### src/rtl/alu_seq.sv
`default_nettype none
// ============================================================================
//  Module      : alu_seq
//  Description : Sequential, valid/ready-handshaked ALU. Single-cycle ADD,
//                SUB, SLT, AND, OR and NOR, plus iterative (one bit per
//                cycle) unsigned MUL and, when ALU_SEQ_DIV_EN is defined,
//                DIVU/REMU. All results and flags are registered.
//  Config      : ALU_SEQ_DIV_EN - include the restoring divider. When it is
//                undefined, op codes 1010/1011 behave as illegal fast ops.
//  Revision    : 1.0 - initial release
// ============================================================================
module alu_seq #(
    parameter int WORD_LEN = 32
) (
    input  logic                clk,
    input  logic                rst_n,
    input  logic                in_valid,
    output logic                in_ready,
    input  logic [WORD_LEN-1:0] A,
    input  logic [WORD_LEN-1:0] B,
    input  logic [3:0]          op,
    output logic                out_valid,
    input  logic                out_ready,
    output logic [WORD_LEN-1:0] res,
    output logic                zero,
    output logic                overflow,
    output logic                busy
);

    localparam int CNT_W = $clog2(WORD_LEN + 1);

    localparam logic [3:0] OP_AND  = 4'b0000;
    localparam logic [3:0] OP_OR   = 4'b0001;
    localparam logic [3:0] OP_ADD  = 4'b0010;
    localparam logic [3:0] OP_SUB  = 4'b0110;
    localparam logic [3:0] OP_SLT  = 4'b0111;
    localparam logic [3:0] OP_MUL  = 4'b1000;
    localparam logic [3:0] OP_DIVU = 4'b1010;
    localparam logic [3:0] OP_REMU = 4'b1011;
    localparam logic [3:0] OP_NOR  = 4'b1100;

    typedef enum logic [1:0] {
        S_IDLE = 2'd0,
        S_BUSY = 2'd1,
        S_DONE = 2'd2
    } state_t;

    state_t state, state_next;

    logic                  accept;
    logic                  start_iter;
    logic                  last_iter;
    logic [CNT_W-1:0]      cnt;
    logic [WORD_LEN-1:0]   res_reg;
    logic                  ovf_reg;

    // Fast-op datapath
    logic [WORD_LEN-1:0]   sum_add;
    logic [WORD_LEN-1:0]   sum_sub;
    logic                  add_ovf;
    logic                  sub_ovf;
    logic [WORD_LEN-1:0]   fast_res;
    logic                  fast_ovf;

    // Shift-add multiplier: upper half accumulates, lower half holds the
    // not-yet-consumed multiplier bits.
    logic [WORD_LEN-1:0]   a_reg;
    logic [2*WORD_LEN-1:0] acc;
    logic [WORD_LEN:0]     mul_add;
    logic [2*WORD_LEN-1:0] acc_next;

    // Iteration result written on the final BUSY cycle
    logic [WORD_LEN-1:0]   iter_res;
    logic                  iter_ovf;

`ifdef ALU_SEQ_DIV_EN
    // Restoring divider: quot starts as the dividend and shifts quotient
    // bits in from the right while the dividend bits shift out the top.
    logic [WORD_LEN-1:0]   b_reg;
    logic [3:0]            op_reg;
    logic [WORD_LEN:0]     rem;
    logic [WORD_LEN-1:0]   quot;
    logic [WORD_LEN+1:0]   trial;
    logic [WORD_LEN:0]     rem_next;
    logic [WORD_LEN-1:0]   quot_next;
`endif

    assign accept    = in_valid & in_ready;
    assign in_ready  = (state == S_IDLE) | ((state == S_DONE) & out_ready);
    assign out_valid = (state == S_DONE);
    assign busy      = (state == S_BUSY);
    assign last_iter = (cnt == CNT_W'(WORD_LEN - 1));
    assign res       = res_reg;
    assign overflow  = ovf_reg;
    assign zero      = ~|res_reg;

    // Decide whether the op on the inputs needs the iterative path
    always_comb begin
        start_iter = (op == OP_MUL);
`ifdef ALU_SEQ_DIV_EN
        if (((op == OP_DIVU) || (op == OP_REMU)) && (B != '0)) begin
            start_iter = 1'b1;
        end
`endif
    end

    // Single-cycle results, including divide-by-zero short cuts
    always_comb begin
        sum_add  = A + B;
        sum_sub  = A + ~B + 1'b1;
        add_ovf  = (A[WORD_LEN-1] == B[WORD_LEN-1]) && (sum_add[WORD_LEN-1] != A[WORD_LEN-1]);
        sub_ovf  = (A[WORD_LEN-1] != B[WORD_LEN-1]) && (sum_sub[WORD_LEN-1] != A[WORD_LEN-1]);
        fast_res = '0;
        fast_ovf = 1'b0;
        case (op)
            OP_ADD: begin
                fast_res = sum_add;
                fast_ovf = add_ovf;
            end
            OP_SUB: begin
                fast_res = sum_sub;
                fast_ovf = sub_ovf;
            end
            OP_SLT: begin
                // N xor V gives the true signed less-than even on overflow
                fast_res = {{(WORD_LEN-1){1'b0}}, sum_sub[WORD_LEN-1] ^ sub_ovf};
                fast_ovf = sub_ovf;
            end
            OP_OR:  fast_res = A | B;
            OP_AND: fast_res = A & B;
            OP_NOR: fast_res = ~(A | B);
`ifdef ALU_SEQ_DIV_EN
            // Only reaches the result register when B is zero
            OP_DIVU: begin
                fast_res = '1;
                fast_ovf = 1'b1;
            end
            OP_REMU: begin
                fast_res = A;
                fast_ovf = 1'b1;
            end
`endif
            default: begin
                fast_res = '0;
                fast_ovf = 1'b0;
            end
        endcase
    end

    // One iteration step of the multiplier (and divider when present)
    always_comb begin
        mul_add  = {1'b0, acc[2*WORD_LEN-1:WORD_LEN]} + (acc[0] ? {1'b0, a_reg} : '0);
        acc_next = {mul_add, acc[WORD_LEN-1:1]};
`ifdef ALU_SEQ_DIV_EN
        trial     = {rem, quot[WORD_LEN-1]} - {2'b00, b_reg};
        rem_next  = trial[WORD_LEN+1] ? {rem[WORD_LEN-1:0], quot[WORD_LEN-1]} : trial[WORD_LEN:0];
        quot_next = {quot[WORD_LEN-2:0], ~trial[WORD_LEN+1]};
        if (op_reg == OP_MUL) begin
            iter_res = acc_next[WORD_LEN-1:0];
            iter_ovf = |acc_next[2*WORD_LEN-1:WORD_LEN];
        end else if (op_reg == OP_DIVU) begin
            iter_res = quot_next;
            iter_ovf = 1'b0;
        end else begin
            iter_res = rem_next[WORD_LEN-1:0];
            iter_ovf = 1'b0;
        end
`else
        iter_res = acc_next[WORD_LEN-1:0];
        iter_ovf = |acc_next[2*WORD_LEN-1:WORD_LEN];
`endif
    end

    // State register
    always_ff @(posedge clk or negedge rst_n) begin
        if (!rst_n) begin
            state <= S_IDLE;
        end else begin
            state <= state_next;
        end
    end

    // Next-state logic
    always_comb begin
        state_next = state;
        case (state)
            S_IDLE: begin
                if (accept) begin
                    state_next = start_iter ? S_BUSY : S_DONE;
                end
            end
            S_BUSY: begin
                if (last_iter) begin
                    state_next = S_DONE;
                end
            end
            S_DONE: begin
                if (out_ready) begin
                    if (in_valid) begin
                        state_next = start_iter ? S_BUSY : S_DONE;
                    end else begin
                        state_next = S_IDLE;
                    end
                end
            end
            default: state_next = S_IDLE;
        endcase
    end

    // Operand capture, iteration and result registers
    always_ff @(posedge clk or negedge rst_n) begin
        if (!rst_n) begin
            cnt     <= '0;
            a_reg   <= '0;
            acc     <= '0;
            res_reg <= '0;
            ovf_reg <= 1'b0;
`ifdef ALU_SEQ_DIV_EN
            b_reg   <= '0;
            op_reg  <= '0;
            rem     <= '0;
            quot    <= '0;
`endif
        end else if (accept) begin
            cnt   <= '0;
            a_reg <= A;
            acc   <= {{WORD_LEN{1'b0}}, B};
`ifdef ALU_SEQ_DIV_EN
            b_reg  <= B;
            op_reg <= op;
            rem    <= '0;
            quot   <= A;
`endif
            if (!start_iter) begin
                res_reg <= fast_res;
                ovf_reg <= fast_ovf;
            end
        end else if (state == S_BUSY) begin
            cnt <= cnt + CNT_W'(1);
            acc <= acc_next;
`ifdef ALU_SEQ_DIV_EN
            rem  <= rem_next;
            quot <= quot_next;
`endif
            if (last_iter) begin
                res_reg <= iter_res;
                ovf_reg <= iter_ovf;
            end
        end
    end

endmodule
`default_nettype wire

### config.mk
export PLATFORM = sky130hd
export DESIGN_NAME = alu_seq
export DESIGN_NICKNAME = d
export VERILOG_FILES = /design/src/rtl/alu_seq.sv
export SDC_FILE = /design/constraint.sdc
export NUM_CORES = 1
export LEC_CHECK = 0
export ABC_AREA = 1
export BUFFER_PORTS_ARGS = -buffer_cell sky130_fd_sc_hd__buf_2
export CORE_ASPECT_RATIO = 1.25
export CORE_MARGIN = 5
export CORE_UTILIZATION = 35
export CTS_CLUSTER_DIAMETER = 30
export DETAILED_ROUTE_END_ITERATION = 10
export GPL_ROUTABILITY_DRIVEN = 0
export GPL_TIMING_DRIVEN = 0
export SETUP_SLACK_MARGIN = 0.15
export SLEW_MARGIN = 10
export SYNTH_ARGS = -nofsm -noshare
export SYNTH_HDL_FRONTEND = slang
export SYNTH_SLANG_ARGS = --single-unit
### constraint.sdc
create_clock -name clk -period 3.2 [get_ports clk]
set_clock_uncertainty 0.2 [all_clocks]
set_input_delay 0.96 -clock clk [delete_from_list [all_inputs] [get_ports clk]]
set_output_delay 0.96 -clock clk [all_outputs]
set_load 0.02 [all_outputs]
==> impl_metrics.json <==
{
  "ant_nets": 0,
  "rsz0062_at_grt": "yes",
  "period_minus_slack_ns": 3.62,
  "synth_compound_gate_area_share_pct": 18.6,
  "rows": 82,
  "wl_per_cell_um": 19.6,
  "cts_tree": "yes",
  "fillCellCount": 4141,
  "p_leak_nw": 8.96,
  "grt_usage_pct": 24.5,
  "ys_warn_count": 0,
  "synthCells": 2193,
  "coreArea_um2": 40000,
  "cts_buffers": 17,
  "syn_to_final_growth_pct": 25.2,
  "top_usage_layer": "met2",
  "numPortBuffers": 108,
  "drc": 0,
  "synthAdderAreaFrac_pct": 12.8,
  "synth_top_family_by_area": "simple AND/OR/NAND/NOR gates",
  "r2r_slack_ns": -0.08,
  "critPathLaunch": "A[2]",
  "nets": 2622,
  "cp-start-kind": "input pin",
  "clkSinkCount": 137,
  "r2r_end": "overflow",
  "register_area_um2": 3430,
  "cp-end-kind": "flop",
  "cp.arrival_ns": 3.73,
  "tightest_slew_ns": 0.766,
  "setup_slack_ns": -0.416,
  "diodes": 0,
  "grtUsageMet2_pct": 45.0,
  "wirelength_mm": 57.2,
  "ys_seq_elements": 137,
  "globalRouteMet3Util_pct": 2.12,
  "io-pin-count": 109,
  "ys_async_sr_fraction_pct": 100,
  "mappedNetlistNets": 2407,
  "synth-seq-area-share_pct": 24.2,
  "status": "complete, but fails checks",
  "start_util_pct": 35.3,
  "drt_pre_antenna_iters": 6,
  "die_area_um2": 44500,
  "dp_hpwl_mm": 45.7,
  "maxCapViolations": 0,
  "synthesis.area_um2": 14100,
  "synthMuxAreaShare_pct": 0,
  "grt_first_pass_wirelength_mm": 85.2,
  "multi_input_area_um2": 9840,
  "die_x_um": 190,
  "synthXorXnorAreaFrac_pct": 0.434,
  "layout_common_cells": "nand2_1 (561), inv_1 (257), nor2_1 (200)",
  "fmax_mhz": 277,
  "clk_pin_slew_ns": 0.06,
  "report.final.hold_viol_count": 0,
  "cp.required_ns": 3.31,
  "synth-simple-area-share_pct": 32.2,
  "path_max_fanout": 4,
  "grt_pass1_vias": 15853,
  "post-route-period-util_pct": 113,
  "drive_above_1_share_pct": 21.7,
  "drtIter0Drc": 1500,
  "max_slew_margin_pct": 48.9,
  "vias": 16138,
  "antenna_found_initial": 0,
  "detailedPlace.worstSlack_ns": -1.22,
  "path_class": "input pin to flop",
  "synth_area_per_cell_um2": 6.45,
  "power.density_nw_per_um2": 399,
  "crit_path_end": "res[31]",
  "synth_edf_count": 0,
  "slew_viol_final": 0,
  "htree_levels": 4,
  "violations": "negative setup slack",
  "min_path_type": "flop to flop",
  "ys.flop_type": "dfrtp_1",
  "grt_overflow": 0,
  "use_met1_pct": 27.3,
  "r2r_cells": 22,
  "placed_area_um2": 15500,
  "die_h_um": 235,
  "ir_worst_vdd_mv": 0.355,
  "clockBufferDepth": 2,
  "final_common_cell": "nand2_1",
  "cts-root-buf": "clkbuf_16",
  "grt_start_max_net_pins": 79,
  "largest_reg_flops": 64,
  "final_area_um2": 17700,
  "yosysUniqueCellTypes": 56,
  "clock_latency_ns": 0.43,
  "timing.rr.start": "acc[0]",
  "setup_violations": 5,
  "vias_per_cell": 5.52
}
synth_stat cells (5+ instances only):
| master | count | area, um^2 |
|---|---|---|
| o21ai_1 | 8 | 40.0 |
| o21ai_2 | 6 | 52.6 |
| nor2_1 | 219 | 822 |
| a21oi_1 | 162 | 811 |
| buf_2 | 14 | 70.1 |
| a22o_1 | 18 | 158 |
| nand4_1 | 21 | 131 |
| nor3_1 | 30 | 150 |
| o221ai_1 | 32 | 280 |
| nand2_2 | 26 | 163 |
| o21ai_0 | 119 | 596 |
| nand2_1 | 583 | 2190 |
| inv_2 | 14 | 52.6 |
| inv_1 | 322 | 1210 |
| dfrtp_1 | 137 | 3430 |
| clkbuf_1 | 32 | 120 |
| nand3b_1 | 11 | 82.6 |
| nand3_1 | 147 | 736 |
| nor2_2 | 7 | 43.8 |
| a21o_1 | 7 | 52.6 |
| a221oi_1 | 29 | 254 |
| clkbuf_8 | 6 | 82.6 |
| a21oi_2 | 16 | 140 |
| o21bai_1 | 11 | 82.6 |
| nor4_1 | 8 | 50.1 |
| buf_6 | 6 | 67.6 |
| ha_1 | 138 | 1730 |
| xnor2_1 | 5 | 43.8 |
how the worst min path moves through the flow:
stage | from | cells after the start | endpoint | slack [ns]
2_1_floorplan | a_reg[31] | 2 | a_reg[31] | 0.25
3_3_place_gp | a_reg[2] | 2 | a_reg[2] | 0.27
3_5_place_dp | a_reg[22] | 2 | a_reg[22] | 0.27
4_1_cts | a_reg[22] | 2 | a_reg[22] | 0.29
5_1_grt | a_reg[28] | 2 | a_reg[28] | 0.31
6_report | a_reg[23] | 2 | a_reg[23] | 0.28
final cells by class:
type	count	share of cell area (%)
clock buffers	18	2.42
flip-flops and latches	137	19.4
repair buffers	196	7.77
plain buffers	66	2.52
multi-input cells	1651	55.6
well taps	504	3.56
inverters	339	7.80
clock inverters	12	0.996
layer usage:
| layer | part of all wire, % | vias to the layer above | wire (um) |
|---|---|---|---|
| met5 | 0 | - | 0 |
| met4 | 7.3 | 0 | 4190 |
| met3 | 5.7 | 227 | 3290 |
| met2 | 50 | 771 | 28400 |
| met1 | 37 | 7528 | 21300 |
| li1 | - | 7612 | - |
cell families after synthesis:
logic type | count (synthesis)
AOI/OAI and AO/OA | 428
xor gates and xnor gates | 7
and+or+nand+nor | 1074
buffers and inverters | 405
adders and majority gates | 142
DFF | 137
report_power, final:
group | internal, mW | switching [mW] | total [mW]
Combinational | 0.995 | 1.78 | 2.78
Clock | 1.29 | 0.762 | 2.06
Sequential | 2.00 | 0.235 | 2.23
critical path, stage by stage:
cell and delay, ns:
buf_12 0.10, inv_12 0.03, ha_4 0.23, buf_8 0.13
buf_6 0.11, o21ai_2 0.16, nand2_1 0.08, nand2_1 0.11
nand3_1 0.10, nand2_2 0.14, nand2_2 0.09, nand2_2 0.07
nand2_2 0.06, nand2_2 0.09, a21oi_4 0.08, fa_1 0.59
nor2_1 0.06, nor3_1 0.22, nand3_1 0.14, nand2_1 0.10
a21oi_2 0.05
timing repair:
item                                    4_1_cts  5_1_grt
endpoints found under the setup margin       21       37
hold buffers                                  0        0
pin swaps                                    43       51
gates resized for setup                     156      139
setup buffers                                59       28
stage by stage:
step                      power [mW]  hold WS [ns]  cells  util (%)  setup TNS, ns
after floorplan                 3.72         0.253   2193         -         -0.589
after global placement          4.56         0.267   2805      38.7        -135.50
after detailed placement        4.59         0.273   2806      38.8         -10.60
after CTS                       6.85         0.287   2895      42.7         -0.915
after global routing            7.40         0.305   2923      44.2          -1.63
final                           7.06         0.282   2923      44.2          -1.28
(Power assumes the default switching activity.)
